`config.mk`:
```
export PLATFORM = sky130hd
export DESIGN_NAME = spi_flash_responder
export DESIGN_NICKNAME = d
export VERILOG_FILES = /design/src/rtl/spi_flash_responder.sv
export SDC_FILE = /design/constraint.sdc
export NUM_CORES = 1
export LEC_CHECK = 0
export CORE_AREA = 2 2 73 127
export DETAILED_ROUTE_END_ITERATION = 16
export DIE_AREA = 0 0 75 129
export PLACE_DENSITY = 0.78
export SYNTH_ARGS = -nofsm -noshare
export SYNTH_HDL_FRONTEND = slang
export SYNTH_SLANG_ARGS = --single-unit
export TNS_END_PERCENT = 1
```
`constraint.sdc`:
```
create_clock -name clk -period 4.9 [get_ports clk]
set_clock_uncertainty 0.1 [all_clocks]
set_input_delay 1.225 -clock clk [delete_from_list [all_inputs] [get_ports clk]]
set_output_delay 1.225 -clock clk [all_outputs]
set_load 0.03 [all_outputs]
```
`src/rtl/spi_flash_responder.sv`:
```
// SPI flash target (mode 0, MSB first) oversampled in the clk domain.
// Commands: 0x03 read, 0x9F JEDEC ID, 0x05 status. Read data comes from a
// byte-wide memory port with one clk of latency.
// Optional: define SPI_FAST_READ_EN to accept 0x0B (read with 8 dummy clocks).
module spi_flash_responder #(
    parameter int unsigned ADDR_W      = 24,
    parameter logic [23:0] JEDEC_ID    = 24'hEF4018,
    parameter int unsigned SYNC_STAGES = 2
) (
    input  logic              clk,
    input  logic              rst,
    input  logic              spi_cs_n,
    input  logic              spi_sck,
    input  logic              spi_mosi,
    output logic              spi_miso,
    output logic              spi_miso_oe,
    output logic              mem_req,
    output logic [ADDR_W-1:0] mem_addr,
    input  logic [7:0]        mem_rdata,
    output logic              busy,
    output logic              cmd_err,
    output logic [7:0]        last_cmd
);

    typedef enum logic [2:0] {
        S_IDLE, S_CMD, S_ADDR, S_DUMMY, S_READ, S_ID, S_STAT, S_IGNORE
    } state_t;

    logic [SYNC_STAGES-1:0] cs_sync_q, sck_sync_q, mosi_sync_q;
    logic cs_s, sck_s, mosi_s, rise, fall;

    state_t            state_q, state_d;
    logic [4:0]        cnt_q, cnt_d;
    logic [2:0]        fcnt_q, fcnt_d;
    logic [22:0]       sh_q, sh_d;
    logic [23:0]       sh_shift;
    logic [ADDR_W-1:0] addr_q, addr_d;
    logic [7:0]        buf_q, buf_d;
    logic [7:0]        tx_q, tx_d;
    logic [1:0]        id_idx_q, id_idx_d;
    logic              fast_q, fast_d;
    logic              armed_q, armed_d;
    logic              cs_dly_q, cs_dly_d;
    logic              sck_dly_q, sck_dly_d;
    logic              rvalid_q, rvalid_d;
    logic              miso_q, miso_d;
    logic              oe_q, oe_d;
    logic              mem_req_q, mem_req_d;
    logic              cmd_err_q, cmd_err_d;
    logic [7:0]        last_cmd_q, last_cmd_d;

    // Synchronize the asynchronous SPI pins into the clk domain.
    always_ff @(posedge clk or posedge rst) begin
        if (rst) begin
            cs_sync_q   <= '0;
            sck_sync_q  <= '0;
            mosi_sync_q <= '0;
        end else begin
            cs_sync_q   <= {cs_sync_q[SYNC_STAGES-2:0], spi_cs_n};
            sck_sync_q  <= {sck_sync_q[SYNC_STAGES-2:0], spi_sck};
            mosi_sync_q <= {mosi_sync_q[SYNC_STAGES-2:0], spi_mosi};
        end
    end

    assign cs_s     = cs_sync_q[SYNC_STAGES-1];
    assign sck_s    = sck_sync_q[SYNC_STAGES-1];
    assign mosi_s   = mosi_sync_q[SYNC_STAGES-1];
    assign rise     = sck_s & ~sck_dly_q;
    assign fall     = ~sck_s & sck_dly_q;
    assign sh_shift = {sh_q, mosi_s};

    // Next-state logic: command decode, address capture, prefetch and MISO shifting.
    always_comb begin
        state_d    = state_q;
        cnt_d      = cnt_q;
        fcnt_d     = fcnt_q;
        sh_d       = sh_q;
        addr_d     = addr_q;
        buf_d      = buf_q;
        tx_d       = tx_q;
        id_idx_d   = id_idx_q;
        fast_d     = fast_q;
        miso_d     = miso_q;
        oe_d       = oe_q;
        last_cmd_d = last_cmd_q;
        mem_req_d  = 1'b0;
        cmd_err_d  = 1'b0;
        rvalid_d   = mem_req_q;
        armed_d    = armed_q | cs_s;
        cs_dly_d   = cs_s;
        sck_dly_d  = sck_s;

        // Memory data arrives one clk after the strobe; park it as the next byte.
        if (rvalid_q) begin
            buf_d = mem_rdata;
        end

        if (cs_s) begin
            state_d = S_IDLE;
            cnt_d   = '0;
            fcnt_d  = '0;
            miso_d  = 1'b0;
            oe_d    = 1'b0;
        end else begin
            case (state_q)
                S_IDLE: begin
                    if (cs_dly_q && armed_q) begin
                        state_d = S_CMD;
                        cnt_d   = '0;
                    end
                end
                S_CMD: begin
                    if (rise) begin
                        sh_d  = sh_shift[22:0];
                        cnt_d = cnt_q + 5'd1;
                        if (cnt_q == 5'd7) begin
                            cnt_d      = '0;
                            fcnt_d     = '0;
                            fast_d     = 1'b0;
                            last_cmd_d = sh_shift[7:0];
                            case (sh_shift[7:0])
                                8'h03: state_d = S_ADDR;
                                8'h9F: begin
                                    state_d  = S_ID;
                                    buf_d    = JEDEC_ID[23:16];
                                    id_idx_d = 2'd1;
                                end
                                8'h05: begin
                                    state_d = S_STAT;
                                    buf_d   = '0;
                                end
`ifdef SPI_FAST_READ_EN
                                8'h0B: begin
                                    state_d = S_ADDR;
                                    fast_d  = 1'b1;
                                end
`endif
                                default: begin
                                    state_d   = S_IGNORE;
                                    cmd_err_d = 1'b1;
                                end
                            endcase
                        end
                    end
                end
                S_ADDR: begin
                    if (rise) begin
                        sh_d  = sh_shift[22:0];
                        cnt_d = cnt_q + 5'd1;
                        if (cnt_q == 5'd23) begin
                            cnt_d     = '0;
                            fcnt_d    = '0;
                            addr_d    = sh_shift[ADDR_W-1:0];
                            mem_req_d = 1'b1;
                            state_d   = fast_q ? S_DUMMY : S_READ;
                        end
                    end
                end
                S_DUMMY: begin
                    if (rise) begin
                        cnt_d = cnt_q + 5'd1;
                        if (cnt_q == 5'd7) begin
                            cnt_d   = '0;
                            fcnt_d  = '0;
                            state_d = S_READ;
                        end
                    end
                end
                S_READ, S_ID, S_STAT: begin
                    // First fall of a byte takes the parked byte; later falls shift.
                    if (fall) begin
                        oe_d   = 1'b1;
                        fcnt_d = fcnt_q + 3'd1;
                        if (fcnt_q == 3'd0) begin
                            miso_d = buf_q[7];
                            tx_d   = {buf_q[6:0], 1'b0};
                        end else begin
                            miso_d = tx_q[7];
                            tx_d   = {tx_q[6:0], 1'b0};
                        end
                    end
                    // The rise sampling bit 7 frees the parked byte for the next one.
                    if (rise && fcnt_q == 3'd1) begin
                        if (state_q == S_READ) begin
                            addr_d    = addr_q + ADDR_W'(1);
                            mem_req_d = 1'b1;
                        end else if (state_q == S_ID) begin
                            case (id_idx_q)
                                2'd1:    buf_d = JEDEC_ID[15:8];
                                2'd2:    buf_d = JEDEC_ID[7:0];
                                default: buf_d = 8'hFF;
                            endcase
                            if (id_idx_q != 2'd3) begin
                                id_idx_d = id_idx_q + 2'd1;
                            end
                        end else begin
                            buf_d = '0;
                        end
                    end
                end
                S_IGNORE: begin
                    miso_d = 1'b0;
                    oe_d   = 1'b0;
                end
                default: state_d = S_IDLE;
            endcase
        end
    end

    // State and registered outputs.
    always_ff @(posedge clk or posedge rst) begin
        if (rst) begin
            state_q    <= S_IDLE;
            cnt_q      <= '0;
            fcnt_q     <= '0;
            sh_q       <= '0;
            addr_q     <= '0;
            buf_q      <= '0;
            tx_q       <= '0;
            id_idx_q   <= '0;
            fast_q     <= 1'b0;
            armed_q    <= 1'b0;
            cs_dly_q   <= 1'b0;
            sck_dly_q  <= 1'b0;
            rvalid_q   <= 1'b0;
            miso_q     <= 1'b0;
            oe_q       <= 1'b0;
            mem_req_q  <= 1'b0;
            cmd_err_q  <= 1'b0;
            last_cmd_q <= '0;
        end else begin
            state_q    <= state_d;
            cnt_q      <= cnt_d;
            fcnt_q     <= fcnt_d;
            sh_q       <= sh_d;
            addr_q     <= addr_d;
            buf_q      <= buf_d;
            tx_q       <= tx_d;
            id_idx_q   <= id_idx_d;
            fast_q     <= fast_d;
            armed_q    <= armed_d;
            cs_dly_q   <= cs_dly_d;
            sck_dly_q  <= sck_dly_d;
            rvalid_q   <= rvalid_d;
            miso_q     <= miso_d;
            oe_q       <= oe_d;
            mem_req_q  <= mem_req_d;
            cmd_err_q  <= cmd_err_d;
            last_cmd_q <= last_cmd_d;
        end
    end

    assign spi_miso    = miso_q;
    assign spi_miso_oe = oe_q;
    assign mem_req     = mem_req_q;
    assign mem_addr    = addr_q;
    assign cmd_err     = cmd_err_q;
    assign last_cmd    = last_cmd_q;
    assign busy        = ~cs_s & armed_q;

endmodule

```
==> summary.md <==
| Metric | Value |
|---|---|
| Mapped Area | 4798 sq um |
| R2R setup slack | 2.05 ns |
| Post-synthesis simple-gate area fraction | 17.39% |
| Initial Util | 55.70% |
| Grt ovf | 0 |
| Initial antenna violation count | 0 |
| Fin cells | 637 |
| Worst vdd rail ir drop | 242.7 uV |
| Total track usage | 23.76% |
| GR Layer Usage met3 | 2.114% |
| Layout area overhead | 18.10% |
| Number of flops mapped to enable cells by yosys | 0 |
| Vias | 3,797 |
| Synth Warn # | 0 |
| Post-Synth Adder-Cell Area | 2.086% |
| CP required | 3.58 ns |
| Setup_tns | 0 ns |
| Status | completed |
| # clock sinks | 97 |
| Port bufs | 49 |
| Cts bufs inserted | 9 |
| Number of nets still failing antenna checks after routing | 0 |
| Final worst path period share | 65.21% |
| Reg clk slew, reported paths | 0.06 ns |
| FMAX | 312.9 MHz |
| Post-DR wirelength/cell | 16.87 um |
| Leakage | 2.417 nW |
| DR DRC count | 0 |
| Crit-path max FO | 22 |
| I/O pin count | 50 |
| Worst-Margin Slew | 1.069 ns |
| Initial drt markers | 330 |
| Setup CP Type | reg -> out |
| Most common flop cell mapped by yosys | dfrtp_1 |
| Post-route cell area | 5667 sq um |
| Fillers | 672 |
| Mapped Cells | 475 |
| Worst setup path end | busy |
| Worst skew pair latency | 0.34 ns |
| Vias in the first global route | 3,789 |
| Clock tree buffer depth | 2 |
| Post-CTS sizing | 0 |
| Largest net degree at the start of global routing | 56 |
| Reg2reg start | cnt_q[0]$_DFFE_PP0P_ |
| Router iterations before antenna repair | 6 |
| Final Hold Violating Endpoints | 0 |
| Nets@finish | 536 |
| GR Util met1 | 27.69% |
| Hold crit path type | reg -> reg |
| Gp weighted congestion | 0.8806 |
| Worst flop-to-flop path endpoint | mem_addr[15]$_DFFE_PP0P_ |
| Critical Path End Type | output pin |
| Post-synth cell types | 56 |
| Layout cells sized above 1 | 12.31% |
| CTS tree | done |
| Slew margin rel. | 28.76% |
| Die Span X | 75 um |
| Core box area | 8615 sq um |
| RSZ-0062 raised after global routing | no |
| Final setup fails | 0 |
| Setup Buffers After CTS | 0 |
| Max Cap Viol | 0 |
| R2R depth | 7 |
| Tmin final | 3.195 ns |
| Clk root buf | clkbuf_16 |
| FF+latch count, synth | 97 |
| P per Cell Area | 311.4 nW/um^2 |
| Syn Nets | 496 |
| Synth Area in Compound Gates | 15.18% |
| # hold bufs at CTS | 0 |
| Met2 Use GR | 41.12% |
| Critical Path Source Type | register |
| Final WL | 10,740 um |
| Ant diodes | 0 |
| Fin. max-slew vios | 0 |
| Largest family of logic cells by synthesized area | simple AND/OR/NAND/NOR gates |
| Placed cell areas | 5368 sq um |
| XOR/XNOR share of the synthesized area | 0.1825% |
| Die ar. | 9675 sq um |
| Height of the die | 129 um |
| Commonest cells after routing, fill and taps aside | 97 x dfrtp_1, 49 x clkdlybuf4s50_1, 44 x nor2_1, 44 x a21oi_1, 38 x o21ai_0 |
| Commonest non-fill, non-tap cell in the layout | dfrtp_1 |
| Vias per inst | 5.961 |
| Syn_area_per_cell | 10.10 sq um |
| Post-synthesis mux area share | 11.40% |
| Worst EP arrival | 1.87 ns |
| H-Tree Depth | 3 |
| # placed instances | 621 |
| Row Count | 45 |
| DP HPWL | 7322 um |
| Gr busiest metal | met2 |
| First-pass GRT wire length | 17,600 um |
| Setup crit start | cs_sync_q[1]$_DFF_PP0_ |
| Async set-reset flop share out of synthesis | 100.0% |
| Sequential cell area fraction in the yosys report | 50.59% |
-- layer usage --
| layer | vias up | wire length, um |
|---|---|---|
| li1 | 1794 | - |
| met1 | 1859 | 4198 |
| met2 | 114 | 5753 |
| met3 | 30 | 385 |
| met4 | 0 | 407 |
| met5 | - | 0 |
-- synthesized netlist by cell type (2+ instances only) --
master	number	area (sq um)
a22oi_1	3	22.52
ha_1	8	100.1
nor3_1	21	105.1
nor2_1	44	165.2
a311oi_1	2	17.52
clkbuf_1	12	45.04
or2_2	2	12.51
o21ai_0	38	190.2
inv_1	12	45.04
a21oi_1	44	220.2
nor4_2	2	25.02
a2bb2oi_1	5	43.79
dfrtp_1	97	2427
nor2b_1	7	43.79
a21o_1	5	37.54
nand2_1	29	108.9
o22ai_1	4	25.02
nand4b_1	2	17.52
a211oi_1	4	30.03
nor4b_1	3	26.28
mux2_2	33	371.6
buf_1	3	11.26
nand4_1	8	50.05
o21a_1	2	15.01
and3_1	4	25.02
nand2b_1	5	31.28
a41oi_1	2	17.52
mux2i_1	16	160.2
or4_1	2	15.01
a32oi_1	2	17.52
buf_2	8	40.04
nand3_1	16	80.08
nor4_1	4	25.02
and2_1	4	25.02
-- worst min-delay path by stage --
stage | start | end | slack [ns] | depth (start not counted)
CTS | cs_sync_q[0]$_DFF_PP0_ | cs_sync_q[1]$_DFF_PP0_ | 0.25 | 0
detailed placement | cs_sync_q[0]$_DFF_PP0_ | cs_sync_q[1]$_DFF_PP0_ | 0.24 | 0
global route | cs_sync_q[0]$_DFF_PP0_ | cs_sync_q[1]$_DFF_PP0_ | 0.26 | 0
floorplan | cs_sync_q[0]$_DFF_PP0_ | cs_sync_q[1]$_DFF_PP0_ | 0.23 | 0
global placement | sck_sync_q[0]$_DFF_PP0_ | sck_sync_q[1]$_DFF_PP0_ | 0.23 | 0
finish | cs_sync_q[0]$_DFF_PP0_ | cs_sync_q[1]$_DFF_PP0_ | 0.25 | 0
-- critical path, cell delays in order, from the launching register on --
cell	delay, ns
dfrtp_1	0.63
nor2b_1	0.21
clkdlybuf4s50_1	0.68
-- through the flow --
step | worst slack (ns) | hold slack, ns | util [%] | power (W)
after global placement | 2.111 | 0.2320 | 62.31 | 0.001061
after CTS | 1.703 | 0.2529 | 65.78 | 0.001775
after global routing | 1.608 | 0.2556 | 65.78 | 0.001824
after floorplan | 1.041 | 0.2312 | - | 0.001016
final | 1.705 | 0.2471 | 65.78 | 0.001765
after detailed placement | 2.065 | 0.2356 | 62.31 | 0.001071
-- power by group --
group | total (W) | switching, W | leakage (nW) | internal, W
sequential | 0.000890 | 0.0000476 | 1.32 | 0.000842
combinational | 0.000167 | 0.0000949 | 0.948 | 0.0000716
clock | 0.000708 | 0.000297 | 0.147 | 0.000411
-- registers in the layout (all words and copies together) (netlist names) --
register,count
cs_sync_q,2
rvalid_q,1
mem_addr,24
mem_req,1
last_cmd,8
fcnt_q,3
buf_q,8
cnt_q,5
sck_dly_q,1
state_q,3
sh_q,23
cmd_err,1
sck_sync_q,2
mosi_sync_q,2
spi_miso_oe,1
cs_dly_q,1
armed_q,1
tx_q,7
id_idx_q,2
spi_miso,1
-- cell type report --
type	count	area, sq um	share of cell area, %
clock buffers	12	246.5	4.350
clock inverters	4	52.55	0.9274
inverters	12	47.55	0.8390
multi-input cells	342	2226	39.28
flip-flops and latches	97	2427	42.84
well taps	117	146.4	2.583
repair buffers	53	520.5	9.185
-- cells by family (layout without fill, tap and decap cells) --
group,after synthesis,in the layout
flip-flops,97,97
buffers and inverters,36,81
AND/OR/NAND/NOR,161,161
XOR/XNOR,1,1
multiplexers,50,50
adder cells (fa/ha/maj),8,8
AO/OA/AOI/OAI,122,122
(Power assumes the default switching activity.)
